### src/rtl/ex_div_pkg.sv
// Shared definitions for the EX-stage multi-cycle divider: FSM state codes and
// handshake level names used by the divider and the EX stage driving it.
package ex_div_pkg;

  typedef enum logic [1:0] {
    DIV_FREE    = 2'b00,
    DIV_BY_ZERO = 2'b01,
    DIV_ON      = 2'b10,
    DIV_END     = 2'b11
  } div_state_e;

  localparam logic DIV_RESULT_READY     = 1'b1;
  localparam logic DIV_RESULT_NOT_READY = 1'b0;
  localparam logic DIV_START            = 1'b1;
  localparam logic DIV_STOP             = 1'b0;

endpackage

### src/rtl/ex_div.sv
// Radix-2 restoring divider for DIV/DIVU: one quotient bit per clock on operand
// magnitudes, sign fix-up on completion, result held until EX drops start_i.
module ex_div
  import ex_div_pkg::*;
#(
  parameter int DATA_W = 32
) (
  input  logic                  clk,
  input  logic                  rst,
  input  logic                  signed_div_i,
  input  logic [DATA_W-1:0]     opdata1_i,
  input  logic [DATA_W-1:0]     opdata2_i,
  input  logic                  start_i,
  input  logic                  annul_i,
  output logic [2*DATA_W-1:0]   result_o,
  output logic                  ready_o
);

  localparam int               CNT_W    = $clog2(DATA_W) + 1;
  localparam logic [CNT_W-1:0] CNT_LAST = CNT_W'(DATA_W);

  div_state_e            r_state;
  div_state_e            w_next_state;
  logic [CNT_W-1:0]      r_cnt;
  logic [2*DATA_W-1:0]   r_work;      // {partial remainder, dividend/quotient bits}
  logic [DATA_W-1:0]     r_divisor;
  logic                  r_signed;
  logic                  r_neg1;
  logic                  r_neg2;
  logic [2*DATA_W-1:0]   r_result;
  logic                  r_ready;

  logic                  w_go;
  logic [DATA_W-1:0]     w_abs1;
  logic [DATA_W-1:0]     w_abs2;
  logic [DATA_W:0]       w_partial;
  logic [DATA_W:0]       w_trial;
  logic [DATA_W-1:0]     w_quo_raw;
  logic [DATA_W-1:0]     w_rem_raw;
  logic [DATA_W-1:0]     w_quo;
  logic [DATA_W-1:0]     w_rem;

  assign w_go   = (start_i == DIV_START) && !annul_i;
  assign w_abs1 = (signed_div_i && opdata1_i[DATA_W-1]) ? -opdata1_i : opdata1_i;
  assign w_abs2 = (signed_div_i && opdata2_i[DATA_W-1]) ? -opdata2_i : opdata2_i;

  // The partial remainder is always below the divisor, so one extra bit holds the shift.
  assign w_partial = r_work[2*DATA_W-1:DATA_W-1];
  assign w_trial   = w_partial - {1'b0, r_divisor};

  assign w_quo_raw = r_work[DATA_W-1:0];
  assign w_rem_raw = r_work[2*DATA_W-1:DATA_W];
  assign w_quo     = (r_signed && (r_neg1 ^ r_neg2)) ? -w_quo_raw : w_quo_raw;
  assign w_rem     = (r_signed && r_neg1) ? -w_rem_raw : w_rem_raw;

  always_ff @(posedge clk or posedge rst) begin
    if (rst) r_state <= DIV_FREE;
    else     r_state <= w_next_state;
  end

  always_comb begin
    // NOTE: default first so every path assigns w_next_state and no latch is inferred.
    w_next_state = r_state;
    unique case (r_state)
      DIV_FREE:    if (w_go) w_next_state = (opdata2_i == '0) ? DIV_BY_ZERO : DIV_ON;
      DIV_BY_ZERO: w_next_state = annul_i ? DIV_FREE : DIV_END;
      DIV_ON: begin
        if (annul_i)                 w_next_state = DIV_FREE;
        else if (r_cnt == CNT_LAST)  w_next_state = DIV_END;
      end
      DIV_END:     if (start_i == DIV_STOP) w_next_state = DIV_FREE;
      default:     w_next_state = DIV_FREE;
    endcase
  end

  // NOTE: non-blocking assignments so every register samples pre-edge values.
  always_ff @(posedge clk or posedge rst) begin
    if (rst) begin
      r_cnt     <= '0;
      r_work    <= '0;
      r_divisor <= '0;
      r_signed  <= 1'b0;
      r_neg1    <= 1'b0;
      r_neg2    <= 1'b0;
      r_result  <= '0;
      r_ready   <= DIV_RESULT_NOT_READY;
    end else begin
      unique case (r_state)
        DIV_FREE: begin
          r_result <= '0;
          r_ready  <= DIV_RESULT_NOT_READY;
          if (w_go && (opdata2_i != '0)) begin
            r_work    <= {{DATA_W{1'b0}}, w_abs1};
            r_divisor <= w_abs2;
            r_signed  <= signed_div_i;
            r_neg1    <= opdata1_i[DATA_W-1];
            r_neg2    <= opdata2_i[DATA_W-1];
            r_cnt     <= '0;
          end
        end
        DIV_BY_ZERO: begin
          if (!annul_i) begin
            r_result <= '0;
            r_ready  <= DIV_RESULT_READY;
          end
        end
        DIV_ON: begin
          if (annul_i) begin
            r_cnt <= '0;
          end else if (r_cnt != CNT_LAST) begin
            if (w_trial[DATA_W]) r_work <= {r_work[2*DATA_W-2:0], 1'b0};
            else                 r_work <= {w_trial[DATA_W-1:0], r_work[DATA_W-2:0], 1'b1};
            r_cnt <= r_cnt + 1'b1;
          end else begin
            r_result <= {w_rem, w_quo};
            r_ready  <= DIV_RESULT_READY;
            r_cnt    <= '0;
          end
        end
        DIV_END: begin
          if (start_i == DIV_STOP) begin
            r_result <= '0;
            r_ready  <= DIV_RESULT_NOT_READY;
          end
        end
        default: ;
      endcase
    end
  end

  assign result_o = r_result;
  assign ready_o  = r_ready;

endmodule
### config.mk
export PLATFORM = sky130hd
export DESIGN_NAME = ex_div
export DESIGN_NICKNAME = d
export VERILOG_FILES = /design/src/rtl/ex_div_pkg.sv /design/src/rtl/ex_div.sv
export SDC_FILE = /design/constraint.sdc
export NUM_CORES = 1
export LEC_CHECK = 0
export ABC_AREA = 1
export CORE_MARGIN = 2
export CORE_UTILIZATION = 35
export CTS_CLUSTER_SIZE = 16
export DETAILED_ROUTE_END_ITERATION = 6
export GPL_ROUTABILITY_DRIVEN = 0
export PLACE_DENSITY = 0.58
export SYNTH_ARGS = -nofsm -noshare
export SYNTH_HDL_FRONTEND = slang
export SYNTH_SLANG_ARGS = --single-unit
### constraint.sdc
create_clock -name clk -period 7 [get_ports clk]
set_input_delay 1.05 -clock clk [delete_from_list [all_inputs] [get_ports clk]]
set_output_delay 1.05 -clock clk [all_outputs]
set_load 0.02 [all_outputs]
Yosys cells after proc, flatten, opt, wreduce, memory -nomap -nowiden:

Index checks and enable logic that the tools add are counted.

* $add $sub $neg: 6
* eq/ne operators: 13
* multiplexer cells: 30
* bitwise logic cells: 1
* reduce and logical (&&, ||, !) cells: 16

Operators with widths (number)
* two-way mux 64 bit: 8
* one-hot mux 64 bit (4 select lines): 1
* two-way mux 32 bit: 4
* negator 32 bit: 4
* one-hot mux 64 bit (2 select lines): 1
* subtractor 33 x 32 -> 33 bit: 1
* zero test 32 bit: 1
* nonzero test 32 bit: 1
* two-way mux 6 bit: 3
* != test 2 bit, second input constant: 7
* two-way mux 2 bit: 6
* one-hot mux 6 bit (2 select lines): 1
* one-hot mux 2 bit (4 select lines): 1
* AND reduction 4 bit: 2
* adder 6 x 1 -> 6 bit, second input constant: 1
* == test 6 bit, second input constant: 1
* logical AND 1 bit: 6
* != test 6 bit, second input constant: 1
* == test 2 bit, second input constant: 2
* two-way mux 1 bit: 4
* one-hot mux 1 bit (4 select lines): 1
* AND reduction 2 bit: 2
* != test 3 bit, second input constant: 1
* AND reduction 3 bit: 1
* other kinds (5): 5

* register bits: 172
* logic and storage cells: 75

Depth between registers and ports, before layout:

* word-level depth: 6
* gate-level depth with buffers: 18
* mapped depth without buffers: 18

Worst setup path after synthesis:

OpenSTA, ideal clock, no wires.

* path type: input-to-reg
* from: in opdata2_i[0]
* to: reg r_work[48]
* library setup time: 117 ps
* arrival: 2461 ps
* required time: 6883 ps
* setup slack: 4422 ps
* cell stages on the path: 15
* buffers on the path: 2
* cell sequence: inv_1 ha_1 nand2_1 nor2_1 nand2_1 nor3_2 nand2_1 nand3_1 buf_6 nand2_4 inv_1 nor2_4 buf_2 nand3_1 nand2_1

* cells in the longest elaborated chain, start to end: 4

RTL lines
* start, declared: line ex_div.sv:12 `input logic [DATA_W-1:0] opdata2_i,`
* nonzero test 32 bit: line ex_div.sv:92 `if (w_go && (opdata2_i != '0)) begin`
* logical AND 1 bit: line ex_div.sv:92
* != test 2 bit (no source line)
* AND reduction 4 bit (no source line)
* end signal, assigned: line ex_div.sv:93 `r_work <= {{DATA_W{1'b0}}, w_abs1};`
* end signal, assigned: line ex_div.sv:111 `if (w_trial[DATA_W]) r_work <= {r_work[2*DATA_W-2:0], 1'b0};`
* end signal, assigned: line ex_div.sv:112 `else r_work <= {w_trial[DATA_W-1:0], r_work[DATA_W-2:0], 1'b1};`
* end, declared: line ex_div.sv:25 `logic [2*DATA_W-1:0] r_work;`

No other way between the ends.
A chain may end at the register's enable or synchronous reset.

Worst setup path in the final report:

* from: in opdata2_i[0]
* to: reg r_work[7]

The elaborated chain is that of the path after synthesis.

==> metrics.txt <==
Critical Path Source Type input pin; number of buffers created by CTS 17; count of endpoints failing setup in the final report 0; clock period minus worst slack 4.46 ns; diodes inserted 0; cell types with the highest counts after synthesis sky130_fd_sc_hd__nand2_1 (709), sky130_fd_sc_hd__inv_1 (269), sky130_fd_sc_hd__nor2_1 (186), sky130_fd_sc_hd__dfrtp_1 (172), sky130_fd_sc_hd__nand3_1 (151); Max Slew Vio Count 0; total track usage 0.211; power density cells roughly 330 mW/mm^2; final worst clock skew ~0.01 ns; leakage power of the design ~7.9 nW; clock transition at the registers of the reported paths 0.07 ns; CTS resizes 0; number of buffers added to fix hold violations after cts 0; share of the cycle needed by the critical path after routing 0.637; DRC violations left 0; core area 0.0365 sq mm; Top FF cell, synth sky130_fd_sc_hd__dfrtp_1; Routed WL per cell about 16 um; post-route design area between 0.015 and 0.02 sq mm; area taken by multi-input logic gates 0.00732 sq mm; share of post-route cells with drive strength above 1 0.0239; Detailed Route Iter0 Violations approximately 1.1k; post-synthesis sequential area ratio 0.332; main area contributors after synthesis sky130_fd_sc_hd__dfrtp_1 (33%), sky130_fd_sc_hd__nand2_1 (21%), sky130_fd_sc_hd__inv_1 (7.8%); first-pass GRT wire length 64300 um; total number of nets in the final design roughly 2.2k; vias after detailed routing ~13k; area after detailed placement 0.0146 sq mm; hold violation count in the final report 0; buffers added on ports 133; insertion delay of the later-clocked pin in the worst-skew pair roughly 0.44 ns; clock tree from TritonCTS done; share of synthesized registers carrying an async set or reset 1.00; number of flip-flops and latches in the synthesized netlist 172; average cell area after synthesis between 6 and 7 sq um; kind of path behind the tightest hold check flip-flop to flip-flop; total grt overflow 0; Finished Layout Cells around 2.6k; critical-path maximum fanout 56; tightest slew margin relative to the limit 0.277; unrepaired setup endpoints after global routing no; cell count after synthesis 2026; reported max-cap violation count 0; critical path capture point type flip-flop; initial core utilization 0.355; Post-Synthesis Net Count between 2k and 2.5k; dominant cell by count in the synthesized netlist sky130_fd_sc_hd__nand2_1; wire length on met2 17100 um; placed insts 2571; DRT antenna net count 0; top routing layer in use met5; HPWL after DPL between 30000 and 40000 um; slew at the pin closest to its max-slew limit 1.08 ns; maximum ir drop on the vdd rail about 0.23 mV; cell area after synthesis 0.0130 sq mm; root buffer cell sky130_fd_sc_hd__clkbuf_16; wire length reported by the detailed router 40500 um; IO Pins 134; outcome complete, no violations; Filler Cells Inserted 3891; Die Wd about 200 um; maximum clock insertion buffer count 2; Max Freq 224 MHz; Area Growth Syn to Fin 17.2%; wire length on met1 20500 um; required time at the endpoint of the critical path approximately 7.4 ns; setup slack, reg-to-reg 3.02 ns; H-Tree Depth 4; number of different library cells in the post-synthesis netlist 41; Cell Rows 70; cell accounting for the most synthesized area sky130_fd_sc_hd__dfrtp_1; largest net degree at the start of global routing 110; Met3 Routed Length roughly 2300 um; CP Class input pin to flip-flop; area enclosed by the die boundary about 0.039 sq mm; Die Height 197 um; setup TNS 0 ns; arrival time at the worst endpoint 4.82 ns; DR pass1 iterations 5; portion of synthesized cell area occupied by the leading cell type 0.332; routed vias/inst 4.99; number of sinks driven by the clock tree about 170; warning count from the yosys run 0; initial antenna violation count 1; setup fix buffers added after clock tree synthesis 0; vias in the first global route 11.9k; FF/Latch Area ~0.0043 sq mm; EDFF count, synth 0
==> critical path, stage by stage <==
cell	delay [ns]
sky130_fd_sc_hd__clkdlybuf4s50_1	0.45
sky130_fd_sc_hd__inv_1	0.06
sky130_fd_sc_hd__ha_1	0.21
sky130_fd_sc_hd__nand2_1	0.09
sky130_fd_sc_hd__nor2_1	0.06
sky130_fd_sc_hd__nand2_1	0.14
sky130_fd_sc_hd__nor3_2	0.06
sky130_fd_sc_hd__nand2_1	0.10
sky130_fd_sc_hd__nand3_2	0.73
sky130_fd_sc_hd__nand2_4	0.46
sky130_fd_sc_hd__nand2_4	0.36
sky130_fd_sc_hd__inv_2	0.73
sky130_fd_sc_hd__nand3_1	0.14
sky130_fd_sc_hd__o21ai_1	0.11
==> metal layers <==
layer	vias up	GRT usage
li1	6591	-
met1	5985	0.322
met2	366	0.310
met3	45	0.0344
met4	2	0.0446
met5	-	0
==> power breakdown <==
part           switching (mW)  internal, mW  total (mW)
registers               0.214          1.27        1.48
clock network           0.432         0.564       0.996
logic                    1.78         0.819        2.60
==> path summary, 6_finish.rpt <==
kind | startpoint | cells after the start | endpoint
min in group asynchronous | rst | 2 | result_o[51]
setup / recovery | opdata2_i[0] | 14 | r_work[7]
max in group asynchronous | rst | 3 | r_divisor[23]
hold / removal | result_o[51] | 2 | result_o[51]
setup reg to reg | r_state[0] | 13 | result_o[54]
hold reg to reg | result_o[51] | 2 | result_o[51]
==> cells by family (layout without fill, tap and decap cells) <==
logic type               Yosys count  count (layout)  share of synthesized area
AND/OR/NAND/NOR                 1128            1128                      0.357
buffers and inverters            337             444                      0.105
AO/OA/AOI/OAI                    266             266                      0.110
flip-flops                       172             172                      0.332
XOR/XNOR                          80              80                     0.0540
adder cells (fa/ha/maj)           43              43                     0.0420
==> cells in the final DEF, fill, tap and decap left out, drive strengths merged <==
| cell type | Yosys | layout |
|---|---|---|
| fa | 1 | 1 |
| or2 | 5 | 5 |
| o21a | 2 | 2 |
| nor3 | 31 | 31 |
| and3 | 2 | 2 |
| o22ai | 6 | 6 |
| inv | 273 | 277 |
| xor2 | 62 | 62 |
| ha | 42 | 42 |
| nor4 | 3 | 3 |
| clkinvlp | 0 | 2 |
| bufinv | 0 | 3 |
| nor2 | 187 | 187 |
| clkdlybuf4s50 | 0 | 133 |
| o31ai | 11 | 11 |
| o2111ai | 3 | 3 |
| nand3b | 16 | 16 |
| buf | 34 | 5 |
| o21ai | 160 | 160 |
| nand4 | 22 | 22 |
| o211ai | 6 | 6 |
| nand3 | 151 | 151 |
| a21o | 4 | 4 |
| clkinv | 3 | 6 |
| a31oi | 3 | 3 |
| o21bai | 2 | 2 |
| xnor2 | 18 | 18 |
| dfrtp | 172 | 172 |
| clkbuf | 27 | 18 |
| a21oi | 67 | 67 |
| nand2 | 711 | 711 |
| a22oi | 2 | 2 |
==> sequential cells by signal, indices dropped and copies added (netlist names), 2 cells and up <==
signal     count
r_divisor     32
r_cnt          6
r_work        64
result_o      64
r_state        2
==> metrics by stage <==
step	power, mW	hold slack (ns)	utilization	worst slack [ns]
2_1_floorplan	3.32	0.449	-	1.29
3_3_place_gp	4.05	0.464	0.400	2.10
3_5_place_dp	4.08	0.466	0.400	2.10
4_1_cts	5.08	0.485	0.417	2.56
5_1_grt	5.49	0.508	0.417	2.12
6_report	5.08	0.478	0.417	2.54
==> area by class of cell <==
class                   instances  share of cell area
well taps                     468              0.0385
clock inverters                12              0.0108
flip-flops and latches        172               0.283
multi-input cells            1517               0.481
repair buffers                138              0.0900
clock buffers                  18              0.0282
inverters                     276              0.0684
(Power assumes the default switching activity.)
